File: src/rtl/cpu_pkg.sv
// cpu_pkg: shared definitions for the CPU pipeline slice.
//  - CTRL_W and the bit positions of each field in the packed control bus.
//    The decoder, forwarding unit and EX/MEM stage use the same positions.
//  - upd_e: what the ID/EX register does on a given clock edge.
package cpu_pkg;

    localparam int CTRL_W    = 8;

    // Packed control bus field positions
    localparam int REG_WRITE = 0;
    localparam int MEM_READ  = 1;
    localparam int MEM_WRITE = 2;
    localparam int MEM_2_REG = 3;
    localparam int ALU_SRC   = 4;
    localparam int ALU_OP_LO = 5;
    localparam int ALU_OP_HI = 7;

    // Register update action for a pipeline stage on one edge
    typedef enum logic [1:0] {
        UPD_HOLD   = 2'd0,
        UPD_BUBBLE = 2'd1,
        UPD_LOAD   = 2'd2
    } upd_e;

endpackage : cpu_pkg

File: src/rtl/sat_counter.sv
// sat_counter: saturating event counter.
//  clk     in   1      clock, rising edge
//  arst_n  in   1      asynchronous active-low reset, clears cnt
//  inc     in   1      count one event on this edge
//  cnt     out  CNT_W  current count; sticks at all-ones instead of wrapping
module sat_counter #(
    parameter int CNT_W = 16
) (
    input  logic             clk,
    input  logic             arst_n,
    input  logic             inc,
    output logic [CNT_W-1:0] cnt
);

    logic [CNT_W-1:0] cnt_q;
    logic [CNT_W-1:0] cnt_d;

    always_comb begin
        cnt_d = cnt_q;
        if (inc && (cnt_q != {CNT_W{1'b1}})) begin
            cnt_d = cnt_q + {{(CNT_W-1){1'b0}}, 1'b1};
        end
    end

    always_ff @(posedge clk or negedge arst_n) begin
        if (!arst_n) begin
            cnt_q <= '0;
        end else begin
            cnt_q <= cnt_d;
        end
    end

    assign cnt = cnt_q;

endmodule : sat_counter

File: src/rtl/id_ex_stage.sv
// id_ex_stage: ID/EX pipeline register with load-use hazard detection,
// branch flush and saturating stall/flush performance counters.
//  clk, arst_n          clock (rising) and async active-low reset
//  enable               global advance; 0 freezes every register
//  flush                squash the ID instruction (EX redirect)
//  valid_id, uses_rs2_id, rs1_id, rs2_id, rd_id, ctrl_id,
//  rdata1_id, rdata2_id, imm_id, pc_id     decoded instruction from ID
//  valid_ex, rs1_ex, rs2_ex, rd_ex, ctrl_ex,
//  rdata1_ex, rdata2_ex, imm_ex, pc_ex     registered instruction into EX
//  stall_if_id          combinational: hold PC and IF/ID this cycle
//  stall_cnt, flush_cnt saturating event counters
//
// No valid/ready handshake here: valid_id/valid_ex only qualify the payload,
// and back-pressure to IF/ID is the single combinational stall_if_id.
module id_ex_stage
    import cpu_pkg::*;
#(
    parameter int DATA_W = 32,
    parameter int CTRL_W = cpu_pkg::CTRL_W,
    parameter int CNT_W  = 16
) (
    input  logic              clk,
    input  logic              arst_n,
    input  logic              enable,
    input  logic              flush,
    input  logic              valid_id,
    input  logic              uses_rs2_id,
    input  logic [4:0]        rs1_id,
    input  logic [4:0]        rs2_id,
    input  logic [4:0]        rd_id,
    input  logic [CTRL_W-1:0] ctrl_id,
    input  logic [DATA_W-1:0] rdata1_id,
    input  logic [DATA_W-1:0] rdata2_id,
    input  logic [DATA_W-1:0] imm_id,
    input  logic [DATA_W-1:0] pc_id,
    output logic              valid_ex,
    output logic [4:0]        rs1_ex,
    output logic [4:0]        rs2_ex,
    output logic [4:0]        rd_ex,
    output logic [CTRL_W-1:0] ctrl_ex,
    output logic [DATA_W-1:0] rdata1_ex,
    output logic [DATA_W-1:0] rdata2_ex,
    output logic [DATA_W-1:0] imm_ex,
    output logic [DATA_W-1:0] pc_ex,
    output logic              stall_if_id,
    output logic [CNT_W-1:0]  stall_cnt,
    output logic [CNT_W-1:0]  flush_cnt
);

    logic              valid_q;
    logic [4:0]        rs1_q;
    logic [4:0]        rs2_q;
    logic [4:0]        rd_q;
    logic [CTRL_W-1:0] ctrl_q;
    logic [DATA_W-1:0] rdata1_q;
    logic [DATA_W-1:0] rdata2_q;
    logic [DATA_W-1:0] imm_q;
    logic [DATA_W-1:0] pc_q;

    logic hazard;
    logic rs1_match;
    logic rs2_match;
    upd_e upd;

    // A load in EX whose destination is read by the ID instruction.
    // x0 is never a real dependency. A flushed ID instruction is wrong-path,
    // so it must not stall the front end.
    assign rs1_match = (rd_q == rs1_id);
    assign rs2_match = uses_rs2_id && (rd_q == rs2_id);
    assign hazard    = valid_q && ctrl_q[MEM_READ] && (rd_q != 5'd0) &&
                       valid_id && !flush && (rs1_match || rs2_match);

    assign stall_if_id = hazard;

    always_comb begin
        upd = UPD_LOAD;
        if (!enable) begin
            upd = UPD_HOLD;
        end else if (flush || hazard) begin
            upd = UPD_BUBBLE;
        end
    end

    // Bubbles clear control and indices so forwarding/hazard logic never
    // matches against them; data fields keep their old value. A load of an
    // invalid ID slot is treated the same for control and indices.
    always_ff @(posedge clk or negedge arst_n) begin
        if (!arst_n) begin
            valid_q  <= 1'b0;
            rs1_q    <= '0;
            rs2_q    <= '0;
            rd_q     <= '0;
            ctrl_q   <= '0;
            rdata1_q <= '0;
            rdata2_q <= '0;
            imm_q    <= '0;
            pc_q     <= '0;
        end else begin
            case (upd)
                UPD_BUBBLE: begin
                    valid_q <= 1'b0;
                    rs1_q   <= '0;
                    rs2_q   <= '0;
                    rd_q    <= '0;
                    ctrl_q  <= '0;
                end
                UPD_LOAD: begin
                    valid_q  <= valid_id;
                    rs1_q    <= valid_id ? rs1_id  : 5'd0;
                    rs2_q    <= valid_id ? rs2_id  : 5'd0;
                    rd_q     <= valid_id ? rd_id   : 5'd0;
                    ctrl_q   <= valid_id ? ctrl_id : {CTRL_W{1'b0}};
                    rdata1_q <= rdata1_id;
                    rdata2_q <= rdata2_id;
                    imm_q    <= imm_id;
                    pc_q     <= pc_id;
                end
                default: begin
                end
            endcase
        end
    end

    assign valid_ex  = valid_q;
    assign rs1_ex    = rs1_q;
    assign rs2_ex    = rs2_q;
    assign rd_ex     = rd_q;
    assign ctrl_ex   = ctrl_q;
    assign rdata1_ex = rdata1_q;
    assign rdata2_ex = rdata2_q;
    assign imm_ex    = imm_q;
    assign pc_ex     = pc_q;

    sat_counter #(.CNT_W(CNT_W)) u_stall_cnt (
        .clk    (clk),
        .arst_n (arst_n),
        .inc    (hazard && enable),
        .cnt    (stall_cnt)
    );

    sat_counter #(.CNT_W(CNT_W)) u_flush_cnt (
        .clk    (clk),
        .arst_n (arst_n),
        .inc    (flush && enable),
        .cnt    (flush_cnt)
    );

endmodule : id_ex_stage

File: config.mk
export PLATFORM = sky130hd
export DESIGN_NAME = id_ex_stage
export DESIGN_NICKNAME = d
export VERILOG_FILES = /design/src/rtl/cpu_pkg.sv /design/src/rtl/sat_counter.sv /design/src/rtl/id_ex_stage.sv
export SDC_FILE = /design/constraint.sdc
export NUM_CORES = 1
export LEC_CHECK = 0
export ABC_CLOCK_PERIOD_IN_PS = 3950
export BUFFER_PORTS_ARGS = -buffer_cell sky130_fd_sc_hd__buf_2
export CORE_ASPECT_RATIO = 1.25
export CORE_MARGIN = 10
export CORE_UTILIZATION = 35
export DETAILED_ROUTE_END_ITERATION = 8
export GPL_ROUTABILITY_DRIVEN = 0
export GPL_TIMING_DRIVEN = 0
export SETUP_SLACK_MARGIN = 0.05
export SLEW_MARGIN = 20
export SYNTH_ARGS = -nofsm -noshare
export SYNTH_HDL_FRONTEND = slang
export SYNTH_HIERARCHICAL = 1
export SYNTH_SLANG_ARGS = --single-unit
File: constraint.sdc
create_clock -name clk -period 3.95 [get_ports clk]
set_input_delay 0.5925 -clock clk [delete_from_list [all_inputs] [get_ports clk]]
set_output_delay 0.5925 -clock clk [all_outputs]
set_load 0.005 [all_outputs]
==> results of run 1 <==
==> kinds of logic (layout without fill, tap and decap cells) <==
group	count (synthesis)	count (layout)	synth area share
flip-flops	184	184	0.6060
multiplexers	130	130	0.1927
AND/OR/NAND/NOR	96	96	0.08645
AO/OA/AOI/OAI	57	57	0.05269
buffers and inverters	46	419	0.03128
XOR/XNOR	24	24	0.02766
adder cells (fa/ha/maj)	2	2	0.003293
other	0	1	0
==> Yosys cell counts, drive strengths merged <==
cell type,count,area share
o21ai,4,0.0031
o22ai,24,0.020
mux2,130,0.19
dfrtp,184,0.61
nor4,6,0.013
and4b,2,0.0026
buf,16,0.016
and2,2,0.0016
nor2b,1,0.00082
o211ai,2,0.0020
ha,2,0.0033
and4,6,0.0079
clkbuf,5,0.0025
nand3,12,0.011
nor3,3,0.0033
xnor2,11,0.013
a21oi,6,0.0040
o31ai,2,0.0056
nand4,21,0.023
nor2,8,0.0046
and3,4,0.0033
xor2,13,0.015
o21a,10,0.0099
nand2,31,0.015
a32oi,3,0.0035
inv,25,0.012
a31oi,6,0.0049
==> path summary, 6_finish.rpt <==
kind | from | end | slack, ns | cells past startpoint
max in group asynchronous | arst_n | u_stall_cnt/cnt[10] | 2.90 | 2
setup / recovery | rd_ex[3] | rdata2_ex[19] | 1.37 | 7
hold / removal | arst_n | rdata2_ex[24] | 0.15 | 1
setup reg to reg | rd_ex[3] | rdata2_ex[19] | 1.37 | 7
min in group clk | rdata2_id[14] | rdata2_ex[14] | 0.37 | 2
hold reg to reg | rdata2_ex[25] | rdata2_ex[25] | 0.49 | 1
==> per-layer routing <==
metal / wire [microns] / vias up
met5: 20 / -
met4: 411 / 2
met3: 2157 / 24
met2: 11160 / 232
met1: 8617 / 2770
li1: - / 2651
==> power breakdown <==
part	total (mW)	internal [mW]	switching (mW)	leakage, nW
logic	0.758	0.407	0.351	2.56
registers	2.27	2.12	0.150	2.26
clock network	1.67	0.852	0.814	0.284
total	4.69	3.38	1.31	5.11
==> critical path, delay by kind of cell, from the launching register on <==
kind / cells / cell delay, ns
AND/OR/NAND/NOR: 1 / 0.31
buffers and inverters: 2 / 0.50
AO/OA/AOI/OAI: 2 / 0.67
multiplexers: 1 / 0.33
XOR/XNOR: 1 / 0.19
flip-flops: 1 / 0.45
==> sequential cells by signal, summed over array words and instances, names as in the netlist <==
| register | cells |
|---|---|
| ctrl_ex | 8 |
| imm_ex | 32 |
| pc_ex | 32 |
| rd_ex | 5 |
| rdata1_ex | 32 |
| rdata2_ex | 32 |
| rs1_ex | 5 |
| rs2_ex | 5 |
| u_flush_cnt/cnt | 16 |
| u_stall_cnt/cnt | 16 |
| valid_ex | 1 |
==> final cells by class <==
class | instances | share of cell area
sequential | 184 | 0.4491
multi-input combinational | 309 | 0.2688
timing repair buffer | 341 | 0.1696
clock buffer | 18 | 0.04283
tap | 279 | 0.03405
buffer | 21 | 0.01403
clock inverter | 14 | 0.01220
inverter | 25 | 0.009152
antenna | 1 | 0.0002441
==> impl_metrics.env, run 1 <==
export IMPL_drc=0
export IMPL_die_y_microns=184.7
export IMPL_die_area_sq_mm=0.02804
export IMPL_cts_clk_slew_worst_paths_ns=0.08
export IMPL_ioPinCount=342
export IMPL_finalNonFillerCells=1192
export IMPL_worstMarginPinSlew_ns=0.7326
export IMPL_h_tree_depth=4
export IMPL_max_freq_mhz=387.4
export IMPL_postPlaceCellArea_sq_mm=0.009687
export IMPL_layout_setup_ws_ns=1.368
export IMPL_antenna_found_initial=2
export IMPL_clockBufferDepth=2
export IMPL_leakage_nw=5.111
export IMPL_clk_latency_ns=0.43
export IMPL_drv_slew=0
export IMPL_final_common_cell="buf_2"
export IMPL_clock_skew_ns=0.01431
export IMPL_seq_area_sq_mm=0.004604
export IMPL_fin_crit_ns=2.582
export IMPL_dp_cells=1159
export IMPL_ant_nets=0
export IMPL_post_place_ws_ns=1.061
export IMPL_post_cts_buffers=0
export IMPL_dpl_hpwl_microns=17540
export IMPL_yosys_warnings=6
export IMPL_layout_nets=1058
export IMPL_use_met1=0.1682
export IMPL_outcome="complete, no violations"
export IMPL_synth_cell_types=40
export IMPL_fin_util=0.4776
export IMPL_cts_hold_fix_buffers=0
export IMPL_met3_usage=0.06012
export IMPL_vias=5679
export IMPL_syn_avg_cell_area_sq_um=14.10
export IMPL_design_area_sq_mm=0.01025
export IMPL_cts_root_buffer="clkbuf_16"
export IMPL_ys_seq_area_frac=0.6060
export IMPL_arrival_ns=2.88
export IMPL_ctsResizeCount=0
export IMPL_track_usage=0.1539
export IMPL_cts_sinks=184
export IMPL_routed_wl_microns=22370
export IMPL_crit_path_max_fanout=10
export IMPL_drtIter0Drc=174
export IMPL_worstPathRequired_ns=4.25
export IMPL_synth_cells=539
export IMPL_synth_area_sq_mm=0.007599
export IMPL_crit_path_top_delay_cell="o21ai_2"
export IMPL_tns_ns=0
export IMPL_hp_class="primary input to asynchronous set/reset pin"
export IMPL_cts_tree="yes"
export IMPL_ys_seq_elements=184
export IMPL_path_cells="xor2_1, nor4_1, a32oi_1, o21ai_2, buf_4, buf_6, mux2_1"
export IMPL_area_delta_synth_final_pct=34.94
export IMPL_maxCapViolations=0
export IMPL_rsz0062_at_grt="false"
export IMPL_n_fill_cell=2034
export IMPL_drtPass1Iterations=4
export IMPL_start_util=0.3539
export IMPL_setup_viol=0
export IMPL_p_per_area_mw_per_mm2=457.6
export IMPL_endpoint_kind="flip-flop"
export IMPL_peakVddDrop_uv=272.3
export IMPL_grt_pass1_vias=6041
export IMPL_grt_pass1_wl_microns=33750
export IMPL_grt_busiest_layer="met2"
export IMPL_grt_use_met2=0.2638
export IMPL_row_count=60
export IMPL_syn_num_nets=698
export IMPL_multiInputGateArea_sq_mm=0.002756
export IMPL_portBuffers=340
export IMPL_vias_per_cell=4.764
export IMPL_slew_headroom=0.5116
export IMPL_critPathLaunchType="flip-flop"
export IMPL_finalPower_mw=4.692
export IMPL_overflow=0
export IMPL_grt_max_degree=94
export IMPL_holdWs_ns=0.1502
export IMPL_worst_path_largest_cell_delay_ns=0.46
export IMPL_die_x_microns=151.8
export IMPL_worstSetupPathType="flip-flop to flip-flop"
export IMPL_fin_crit_sh=0.6536
export IMPL_wl_per_cell_microns=18.76
export IMPL_cts_made_buffers=17
export IMPL_drive_gt1_frac=0.5307
export IMPL_mostFrequentLayoutCells="buf_2 (346), dfrtp_1 (184), mux2_2 (74)"
export IMPL_hold_viol_final=0
export IMPL_coreArea_sq_mm=0.02147
Power figures use the tool's default switching activity.
==> inputs of run 2 (changes only) <==
--- a/config.mk
+++ b/config.mk
@@ -5,7 +5,7 @@
 export SDC_FILE = /design/constraint.sdc
 export NUM_CORES = 1
 export LEC_CHECK = 0
-export ABC_CLOCK_PERIOD_IN_PS = 3950
+export ABC_CLOCK_PERIOD_IN_PS = 2300
 export BUFFER_PORTS_ARGS = -buffer_cell sky130_fd_sc_hd__buf_2
 export CORE_ASPECT_RATIO = 1.25
 export CORE_MARGIN = 10
==> constraint.sdc (replaced) <==
create_clock -name clk -period 2.3 [get_ports clk]
set_input_delay 0.345 -clock clk [delete_from_list [all_inputs] [get_ports clk]]
set_output_delay 0.345 -clock clk [all_outputs]
set_load 0.005 [all_outputs]
==> run 2 against run 1 <==
- final cell count rose by 1.8%
- hold slack got worse by 0.031 ns
- non-clock buffer count rose by 21
- global-route usage rose by 0.14 points
- register-to-register slack got worse by 1.3 ns
- clock skew fell by 0.00075 ns
- clock-buffer cell count did not move
- fmax rose by 13%
==> impl_metrics.env, run 2 (synthesis gave the netlist of run 1 again) <==
export IMPL_outcome="complete, no violations"
export IMPL_row_count=60
export IMPL_track_usage=0.1554
export IMPL_worst_path_largest_cell_delay_ns=0.41
export IMPL_antenna_found_initial=2
export IMPL_p_per_area_mw_per_mm2=757.3
export IMPL_max_freq_mhz=439.4
export IMPL_worstMarginPinSlew_ns=0.7354
export IMPL_drtPass1Iterations=4
export IMPL_leakage_nw=5.669
export IMPL_arrival_ns=2.59
export IMPL_vias_per_cell=4.769
export IMPL_cts_sinks=184
export IMPL_drive_gt1_frac=0.5927
export IMPL_cts_made_buffers=17
export IMPL_setup_viol=0
export IMPL_coreArea_sq_mm=0.02147
export IMPL_area_delta_synth_final_pct=44.34
export IMPL_drv_slew=0
export IMPL_maxCapViolations=0
export IMPL_die_x_microns=151.8
export IMPL_seq_area_sq_mm=0.004606
export IMPL_clockBufferDepth=2
export IMPL_layout_setup_ws_ns=0.02401
export IMPL_endpoint_kind="flip-flop"
export IMPL_post_place_ws_ns=-0.3583
export IMPL_hp_class="primary input to flip-flop"
export IMPL_worstPathRequired_ns=2.61
export IMPL_grt_max_degree=94
export IMPL_cts_root_buffer="clkbuf_16"
export IMPL_critPathLaunchType="flip-flop"
export IMPL_multiInputGateArea_sq_mm=0.003045
export IMPL_drtIter0Drc=218
export IMPL_path_cells="xor2_1, nor4_2, a32oi_2, buf_4, o21ai_4, buf_12, buf_12, buf_12, mux2_1"
export IMPL_dpl_hpwl_microns=17540
export IMPL_start_util=0.3539
export IMPL_n_fill_cell=1960
export IMPL_worstSetupPathType="flip-flop to flip-flop"
export IMPL_routed_wl_microns=23400
export IMPL_crit_path_max_fanout=10
export IMPL_grt_pass1_vias=6091
export IMPL_die_y_microns=184.7
export IMPL_peakVddDrop_uv=472.1
export IMPL_portBuffers=340
export IMPL_final_common_cell="buf_2"
export IMPL_ioPinCount=342
export IMPL_mostFrequentLayoutCells="buf_2 (339), dfrtp_1 (183), mux2_4 (62)"
export IMPL_overflow=0
export IMPL_rsz0062_at_grt="true"
export IMPL_cts_tree="yes"
export IMPL_layout_nets=1079
export IMPL_fin_crit_ns=2.276
export IMPL_slew_headroom=0.5097
export IMPL_ant_nets=0
export IMPL_crit_path_top_delay_cell="dfrtp_1"
export IMPL_vias=5785
export IMPL_die_area_sq_mm=0.02804
export IMPL_finalPower_mw=8.306
export IMPL_crit_top_cell="buf_12"
export IMPL_wl_per_cell_microns=19.29
export IMPL_drc=0
export IMPL_hold_viol_final=0
export IMPL_clk_latency_ns=0.43
export IMPL_h_tree_depth=4
export IMPL_holdWs_ns=0.1187
export IMPL_cts_clk_slew_worst_paths_ns=0.08
export IMPL_clock_skew_ns=0.01356
export IMPL_fin_crit_sh=0.9896
export IMPL_grt_pass1_wl_microns=34090
## run 2: cell count changes in the layout (fill, tap and decap cells not counted), moves of 2 or more
cell / change
buf_12: +10
buf_2: -7
buf_4: +8
buf_8: +5
clkbuf_16: +5
mux2_1: -40
mux2_2: -22
mux2_4: +62
nand2_1: -2
## run 2: final timing paths
| kind | start | endpoint | slack [ns] | depth (start not counted) |
|---|---|---|---|---|
| max in group asynchronous | arst_n | u_stall_cnt/cnt[10] | 0.92 | 3 |
| max | rd_ex[3] | rdata2_ex[7] | 0.02 | 9 |
| min reg2reg | rdata2_ex[28] | rdata2_ex[28] | 0.49 | 1 |
| min | rdata2_id[14] | rdata2_ex[14] | 0.12 | 2 |
| min in group asynchronous | arst_n | rdata2_ex[24] | 0.49 | 2 |
| max reg2reg | rd_ex[3] | rdata2_ex[7] | 0.02 | 9 |
## run 2: where the power goes
group / internal (mW) / total (mW) / switching (mW)
combinational: 0.883 / 1.53 / 0.651
sequential: 3.64 / 3.90 / 0.264
clock: 1.46 / 2.87 / 1.40
total: 5.99 / 8.31 / 2.32
## run 2: final cells by class
type	count	share of cell area
well taps	279	0.03183
diodes	1	0.0002282
multi-input cells	309	0.2777
plain buffers	21	0.02590
clock buffers	18	0.04004
repair buffers	362	0.1845
clock inverters	14	0.01141
flip-flops and latches	184	0.4199
inverters	25	0.008556
## run 2: worst max-delay path, delay by kind of cell (launching register included)
family | cells | cell delay (ns)
simple gates | 1 | 0.31
mux | 1 | 0.33
flops | 1 | 0.41
xor+xnor | 1 | 0.18
compound gates | 2 | 0.30
buf+inv | 4 | 0.61
## run 2: routing by layer
metal,vias to the layer above,share of wire,GRT usage
met5,-,0.00085,0
met4,2,0.016,0.05195
met3,22,0.092,0.05767
met2,229,0.50,0.2680
met1,2839,0.39,0.1713
li1,2693,-,-
## run 2: stage by stage
step	cell area, sq um	std cells	setup TNS (ns)	util
after floorplan	7599	539	0	-
after global placement	9649	1158	-449.69	0.4494
after detailed placement	9687	1159	-42.06	0.4512
after CTS	10400	1201	0	0.4844
after global routing	10970	1212	-0.7159	0.5107
final	10970	1213	0	0.5108
## run 2: timing repair
| action | 4_1_cts | 5_1_grt |
|---|---|---|
| buffers inserted | 9 | 6 |
| hold buffers | 1 | 0 |
| resized for setup | 21 | 101 |
| gates cloned | 0 | 5 |
| endpoints found under the setup margin | 165 | 156 |
| endpoints found under the hold margin | 92 | 0 |
| pin swaps | 7 | 8 |
